[src/rtl/dmem_arbiter.sv]
// ---------------------------------------------------------------------------
// dmem_arbiter
//
// Shares one synchronous single-port data RAM between two requesters: the
// CPU (c_*) and a debug/loader port (d_*). One access is served at a time
// through a four-state sequence IDLE -> ISSUE -> WAIT -> DONE, so a request
// seen in IDLE is acknowledged three cycles later and the arbiter completes
// at most one access every four cycles. When both requesters ask in the
// same IDLE cycle, the one that did not win last time is served
// (round-robin), so neither can starve the other.
//
// Ports
//   clk        single clock, rising edge
//   i_rst_n    asynchronous active-low reset
//   c_req      CPU request, held high until c_ack
//   c_we       CPU write enable (1 = write, 0 = read)
//   c_addr     CPU address            [AW-1:0]
//   c_wdata    CPU write data         [DW-1:0]
//   c_ack      CPU access complete, one-cycle pulse
//   d_req/d_we/d_addr/d_wdata/d_ack   debug requester, same meaning as c_*
//   rdata      read data for the acked requester, valid with c_ack/d_ack
//   m_en       RAM strobe (high only in ISSUE)
//   m_we       RAM write enable (high only in ISSUE for writes)
//   m_addr     RAM address, holds the latched address
//   m_wdata    RAM write data, holds the latched data
//   m_rdata    RAM read data, valid the cycle after m_en
//   busy       high in every state except IDLE
//   owner      last granted requester (0 = CPU, 1 = debug)
// ---------------------------------------------------------------------------
module dmem_arbiter #(
  parameter int AW = 5,
  parameter int DW = 8
) (
  input  logic          clk,
  input  logic          i_rst_n,
  input  logic          c_req,
  input  logic          c_we,
  input  logic [AW-1:0] c_addr,
  input  logic [DW-1:0] c_wdata,
  output logic          c_ack,
  input  logic          d_req,
  input  logic          d_we,
  input  logic [AW-1:0] d_addr,
  input  logic [DW-1:0] d_wdata,
  output logic          d_ack,
  output logic [DW-1:0] rdata,
  output logic          m_en,
  output logic          m_we,
  output logic [AW-1:0] m_addr,
  output logic [DW-1:0] m_wdata,
  input  logic [DW-1:0] m_rdata,
  output logic          busy,
  output logic          owner
);

  typedef enum logic [1:0] {
    IDLE  = 2'd0,
    ISSUE = 2'd1,
    WAIT  = 2'd2,
    DONE  = 2'd3
  } state_e;

  state_e        state_q, state_d;

  // ptr_q is both the round-robin pointer and the latched winner of the
  // access in flight, because it only moves on the IDLE->ISSUE edge.
  logic          ptr_q, ptr_d;
  logic          we_q, we_d;
  logic [AW-1:0] addr_q, addr_d;
  logic [DW-1:0] wdata_q, wdata_d;
  logic [DW-1:0] rdata_q, rdata_d;

  logic          any_req;
  logic          winner;

  assign any_req = c_req | d_req;

  // A lone request wins outright; on a tie the requester that is not the
  // last-granted one wins. The pointer resets to debug so the CPU takes the
  // first tie after reset.
  always_comb begin
    if (c_req && d_req) begin
      winner = ~ptr_q;
    end else begin
      winner = d_req;
    end
  end

  // State register.
  always_ff @(posedge clk or negedge i_rst_n) begin
    if (!i_rst_n) begin
      state_q <= IDLE;
    end else begin
      state_q <= state_d;
    end
  end

  // Next-state logic. Requests are only looked at in IDLE; the other states
  // advance unconditionally, which fixes the three-cycle latency.
  always_comb begin
    state_d = IDLE;
    unique case (state_q)
      IDLE:    state_d = any_req ? ISSUE : IDLE;
      ISSUE:   state_d = WAIT;
      WAIT:    state_d = DONE;
      DONE:    state_d = IDLE;
      default: state_d = IDLE;
    endcase
  end

  // Request capture and read-data capture. Everything about the access is
  // frozen on the grant edge so later requester activity cannot disturb it.
  // The RAM returns data during WAIT, so reads are captured on WAIT->DONE.
  always_comb begin
    ptr_d   = ptr_q;
    we_d    = we_q;
    addr_d  = addr_q;
    wdata_d = wdata_q;
    rdata_d = rdata_q;
    if (state_q == IDLE && any_req) begin
      ptr_d   = winner;
      we_d    = winner ? d_we    : c_we;
      addr_d  = winner ? d_addr  : c_addr;
      wdata_d = winner ? d_wdata : c_wdata;
    end
    if (state_q == WAIT && !we_q) begin
      rdata_d = m_rdata;
    end
  end

  // Datapath registers.
  always_ff @(posedge clk or negedge i_rst_n) begin
    if (!i_rst_n) begin
      ptr_q   <= 1'b1;
      we_q    <= 1'b0;
      addr_q  <= '0;
      wdata_q <= '0;
      rdata_q <= '0;
    end else begin
      ptr_q   <= ptr_d;
      we_q    <= we_d;
      addr_q  <= addr_d;
      wdata_q <= wdata_d;
      rdata_q <= rdata_d;
    end
  end

  // Output decode. All outputs come straight from registers, so asserting
  // reset clears them immediately without waiting for a clock edge.
  always_comb begin
    m_en    = 1'b0;
    m_we    = 1'b0;
    busy    = 1'b0;
    c_ack   = 1'b0;
    d_ack   = 1'b0;
    m_addr  = addr_q;
    m_wdata = wdata_q;
    rdata   = rdata_q;
    owner   = ptr_q;
    unique case (state_q)
      IDLE: begin
        busy = 1'b0;
      end
      ISSUE: begin
        busy = 1'b1;
        m_en = 1'b1;
        m_we = we_q;
      end
      WAIT: begin
        busy = 1'b1;
      end
      DONE: begin
        busy  = 1'b1;
        c_ack = ~ptr_q;
        d_ack = ptr_q;
      end
      default: begin
        busy = 1'b0;
      end
    endcase
  end

endmodule

[config.mk]
export PLATFORM = sky130hd
export DESIGN_NAME = dmem_arbiter
export DESIGN_NICKNAME = d
export VERILOG_FILES = /design/src/rtl/dmem_arbiter.sv
export SDC_FILE = /design/constraint.sdc
export NUM_CORES = 1
export LEC_CHECK = 0
export BUFFER_PORTS_ARGS = -buffer_cell sky130_fd_sc_hd__buf_2
export CAP_MARGIN = 20
export CORE_MARGIN = 2
export CORE_UTILIZATION = 35
export CTS_BUF_LIST = sky130_fd_sc_hd__clkbuf_16
export DETAILED_ROUTE_END_ITERATION = 12
export GPL_ROUTABILITY_DRIVEN = 0
export GPL_TIMING_DRIVEN = 0
export PLACE_DENSITY = 0.68
export SLEW_MARGIN = 15
export SYNTH_ARGS = -nofsm -noshare
export SYNTH_HDL_FRONTEND = slang
export SYNTH_SLANG_ARGS = --single-unit
[constraint.sdc]
create_clock -name clk -period 1.5 [get_ports clk]
set_clock_uncertainty 0.15 [all_clocks]
set_input_delay 0.3 -clock clk [delete_from_list [all_inputs] [get_ports clk]]
set_output_delay 0.3 -clock clk [all_outputs]
set_load 0.01 [all_outputs]
==> run_results.csv <==
group,metric,value,unit
clock_tree,clkLatencyLatePin,0.26,ns
power,p_clk_frac,0.157,
timing,setup_slack,-0.128,ns
clock_tree,clk_pin_slew,0.06,ns
synth,syn_nets,156,
setup_path,endpoint_kind,"output port",
layout,drive_above_1_share,0.597,
clock_tree,cts_tree,"yes",
place,dpl_cell_area,1640,µm²
clock_tree,clkSinkCount,25,
setup_path,required,1.05,ns
layout,antenna_cells,0,
global_routing,grt_max_degree,26,
setup_path,path_max_fanout,3,
clock_tree,cts-buffers-inserted,3,
synth,synth_top_area_frac,0.481,
floorplan,die-area,4060,µm²
power,netSwitchingPower,1.35,mW
floorplan,fp.dieH,63.7,µm
power,ir_worst_vdd,621,µV
setup_path,critPathArrivalTime,1.18,ns
layout,nets,231,
timing,period_share,1.09,
timing,fmax,0.614,GHz
synth,ys_types,25,
timing,maxSlewViolCount,0,
hold_path,min-delay-start,"m_rdata[1]",
routing,vias_per_cell,4.59,
timing,setup_viol,15,
synth,yosysWarnings,0,
setup_path,rr_endpoint,"rdata[7]",
floorplan,die_x,63.7,µm
global_routing,grt_pass1_vias,1165,
power,swShare,0.358,
setup_path,r2r-start,"state_q[1]",
global_routing,grtUsageTotal,0.161,
routing,finalWirelength,3010,µm
timing,hold_viol_final,0,
routing,firstDrtPassIters,4,
synth,synth_area,1250,µm²
floorplan,rows,21,
global_routing,grt_pass1_wl,5100,µm
routing,drc,0,
outcome,violations,"setup timing",
synth,ys_seq_area_frac,0.502,
synth,synth_top_area_cell,"dfrtp_1",
synth,synth-seq-cells,25,
timing,worst_pin_slew,0.571,ns
setup_path,r2r_slack,-0.06,ns
hold_path,hp-class,"primary input to flip-flop",
floorplan,core-area,3390,µm²
place,dp_hpwl,2190,µm
layout,final_core_utilization,0.540,
timing,rsz0062_at_grt,"true",
setup_path,rr_worst_depth,5,
power,comb_power_share,0.513,
synth,avgSynthCellArea,11.1,µm²
routing,vias,1065,
power,leakagePower,0.895,nW
routing,post_drt_wl_per_cell,13.0,µm
layout,multi_input_area,589,µm²
power,powerDensity,2050,nW/µm²
power,finalPower,3.76,mW
hold_path,holdPathEnd,"rdata[1]",
timing,min_period,1.63,ns
synth,ys_top_cells_by_area,"dfrtp_1, a31oi_2, nand2_1, mux2_2, nor2_1",
power,p_int,2.42,mW
timing,relSlewSlack,0.619,
global_routing,grt_overflow,0,
place,port_buffers,66,
outcome,outcome,"finished with violations",
setup_path,cp-start-kind,"flip-flop",
setup_path,critPathKind,"flip-flop to output port",
layout,syn2layout_area_growth,46.7,%
global_routing,grt_antenna_before_repair,0,
hold_path,holdPathStages,2,
clock_tree,cts.path.max_buffers,2,
flow_run,drv_cap,0,
layout,fin_area,1830,µm²
layout,fillers,309,
clock_tree,root_buffer,"clkbuf_16",
routing,final_antenna_net_count,0,
synth,postSynthCellCount,112,
routing,drt_iter0_drc,37,
clock_tree,h-tree-depth,1,
floorplan,ios,67,
floorplan,initial_utilization,0.368,
power,seqPwrFrac,0.329,
layout,register_area,627,µm²
==> worst max-delay path, cell delays in order, from the launching register on <==
cell and delay [ns]:
dfrtp_1 0.42, ha_2 0.20, and2_2 0.19, buf_6 0.12
==> registers in the layout, summed over array words and instances, names as in the netlist <==
name,flops
owner,1
rdata,8
we_q,1
state_q,2
m_addr,5
m_wdata,8
==> cell families after synthesis <==
kind of cell    count (synthesis)  synth area share
simple gates                   46             0.151
flops                          25             0.502
compound gates                 20             0.169
buf+inv                         9            0.0651
mux                             8            0.0721
fa+ha+maj                       4            0.0401
==> synthesized netlist by cell type, drive strengths merged <==
master and count:
and2 2, a21bo 1, a21boi 1, ha 4, nor2b 1, and2b 1
a21oi 1, o21a 1, inv 3, nor2 14, buf 6, dfrtp 24
nand2 28, mux2 8, dfstp 1, a31oi 15, a21o 1
==> metal layers <==
layer | track usage | up-vias | wire [µm]
met5 | 0 | - | 0
li1 | - | 524 | -
met4 | 0.0516 | 0 | 11
met1 | 0.185 | 490 | 1220
met2 | 0.293 | 49 | 1590
met3 | 0.0370 | 2 | 195
==> through the flow <==
stage          TNS, ns  std cells  hold slack, ns  setup WS, ns
6_report        -0.915        232           0.126        -0.128
5_1_grt          -2.47        232           0.122        -0.167
4_1_cts          -1.27        231           0.120        -0.124
3_5_place_dp     -1.45        224           0.183        -0.123
3_3_place_gp    -0.544        224           0.164       -0.0647
2_1_floorplan        0        112          -0.146       0.00265
==> placed cells by master (no fill, tap or decap) <==
master	instances
buf_4	3
o21a_2	1
ha_2	4
and2_1	1
a21oi_1	1
a31oi_1	5
inv_2	2
a21bo_4	1
nand2_1	27
dlygate4sd3_1	1
buf_8	1
a21boi_4	1
a21o_1	1
dfstp_2	1
dfrtp_1	24
nor2_1	14
mux2_4	8
buf_6	5
buf_12	2
and2_2	1
inv_1	1
buf_2	64
nand2_2	1
clkbuf_16	3
nor2b_4	1
and2b_2	1
clkinvlp_4	1
a31oi_2	10
==> timing repair <==
item / CTS / global route
pin swaps: 1 / 0
setup endpoints to repair: 23 / 27
gates cloned: 0 / 1
endpoints found under the hold margin: 24 / 0
hold buffers: 1 / 0
setup buffers: 2 / 0
resized for setup: 20 / 5
==> worst max-delay path by stage <==
| stage | from | to | slack [ns] | cells after the start |
|---|---|---|---|---|
| after global placement | state_q[0] | rdata[3] | -0.06 | 5 |
| after floorplan | state_q[0] | rdata[0] | 0.003 | 5 |
| after CTS | state_q[1] | d_ack | -0.12 | 3 |
| after global routing | state_q[1] | c_ack | -0.17 | 3 |
| after detailed placement | state_q[0] | rdata[7] | -0.12 | 5 |
| final | state_q[1] | d_ack | -0.13 | 3 |
==> final cells by class <==
cell class                 instances  share of cell area
sequential                        25               0.342
multi-input combinational         78               0.322
timing repair buffer              70               0.205
buffer                             6              0.0485
clock buffer                       3              0.0410
tap                               46              0.0314
inverter                           3             0.00615
clock inverter                     1             0.00410
==> power groups by stage <==
stage               sequential (mW)  combinational [mW]  clock, mW
detailed placement             1.24                1.67          0
finish                         1.24                1.93      0.592
global route                   1.28                2.13      0.643
CTS                            1.23                1.91      0.614
global placement               1.23                1.61          0
floorplan                      1.38               0.928          0
No activity file was read; power rests on OpenSTA's default activity.
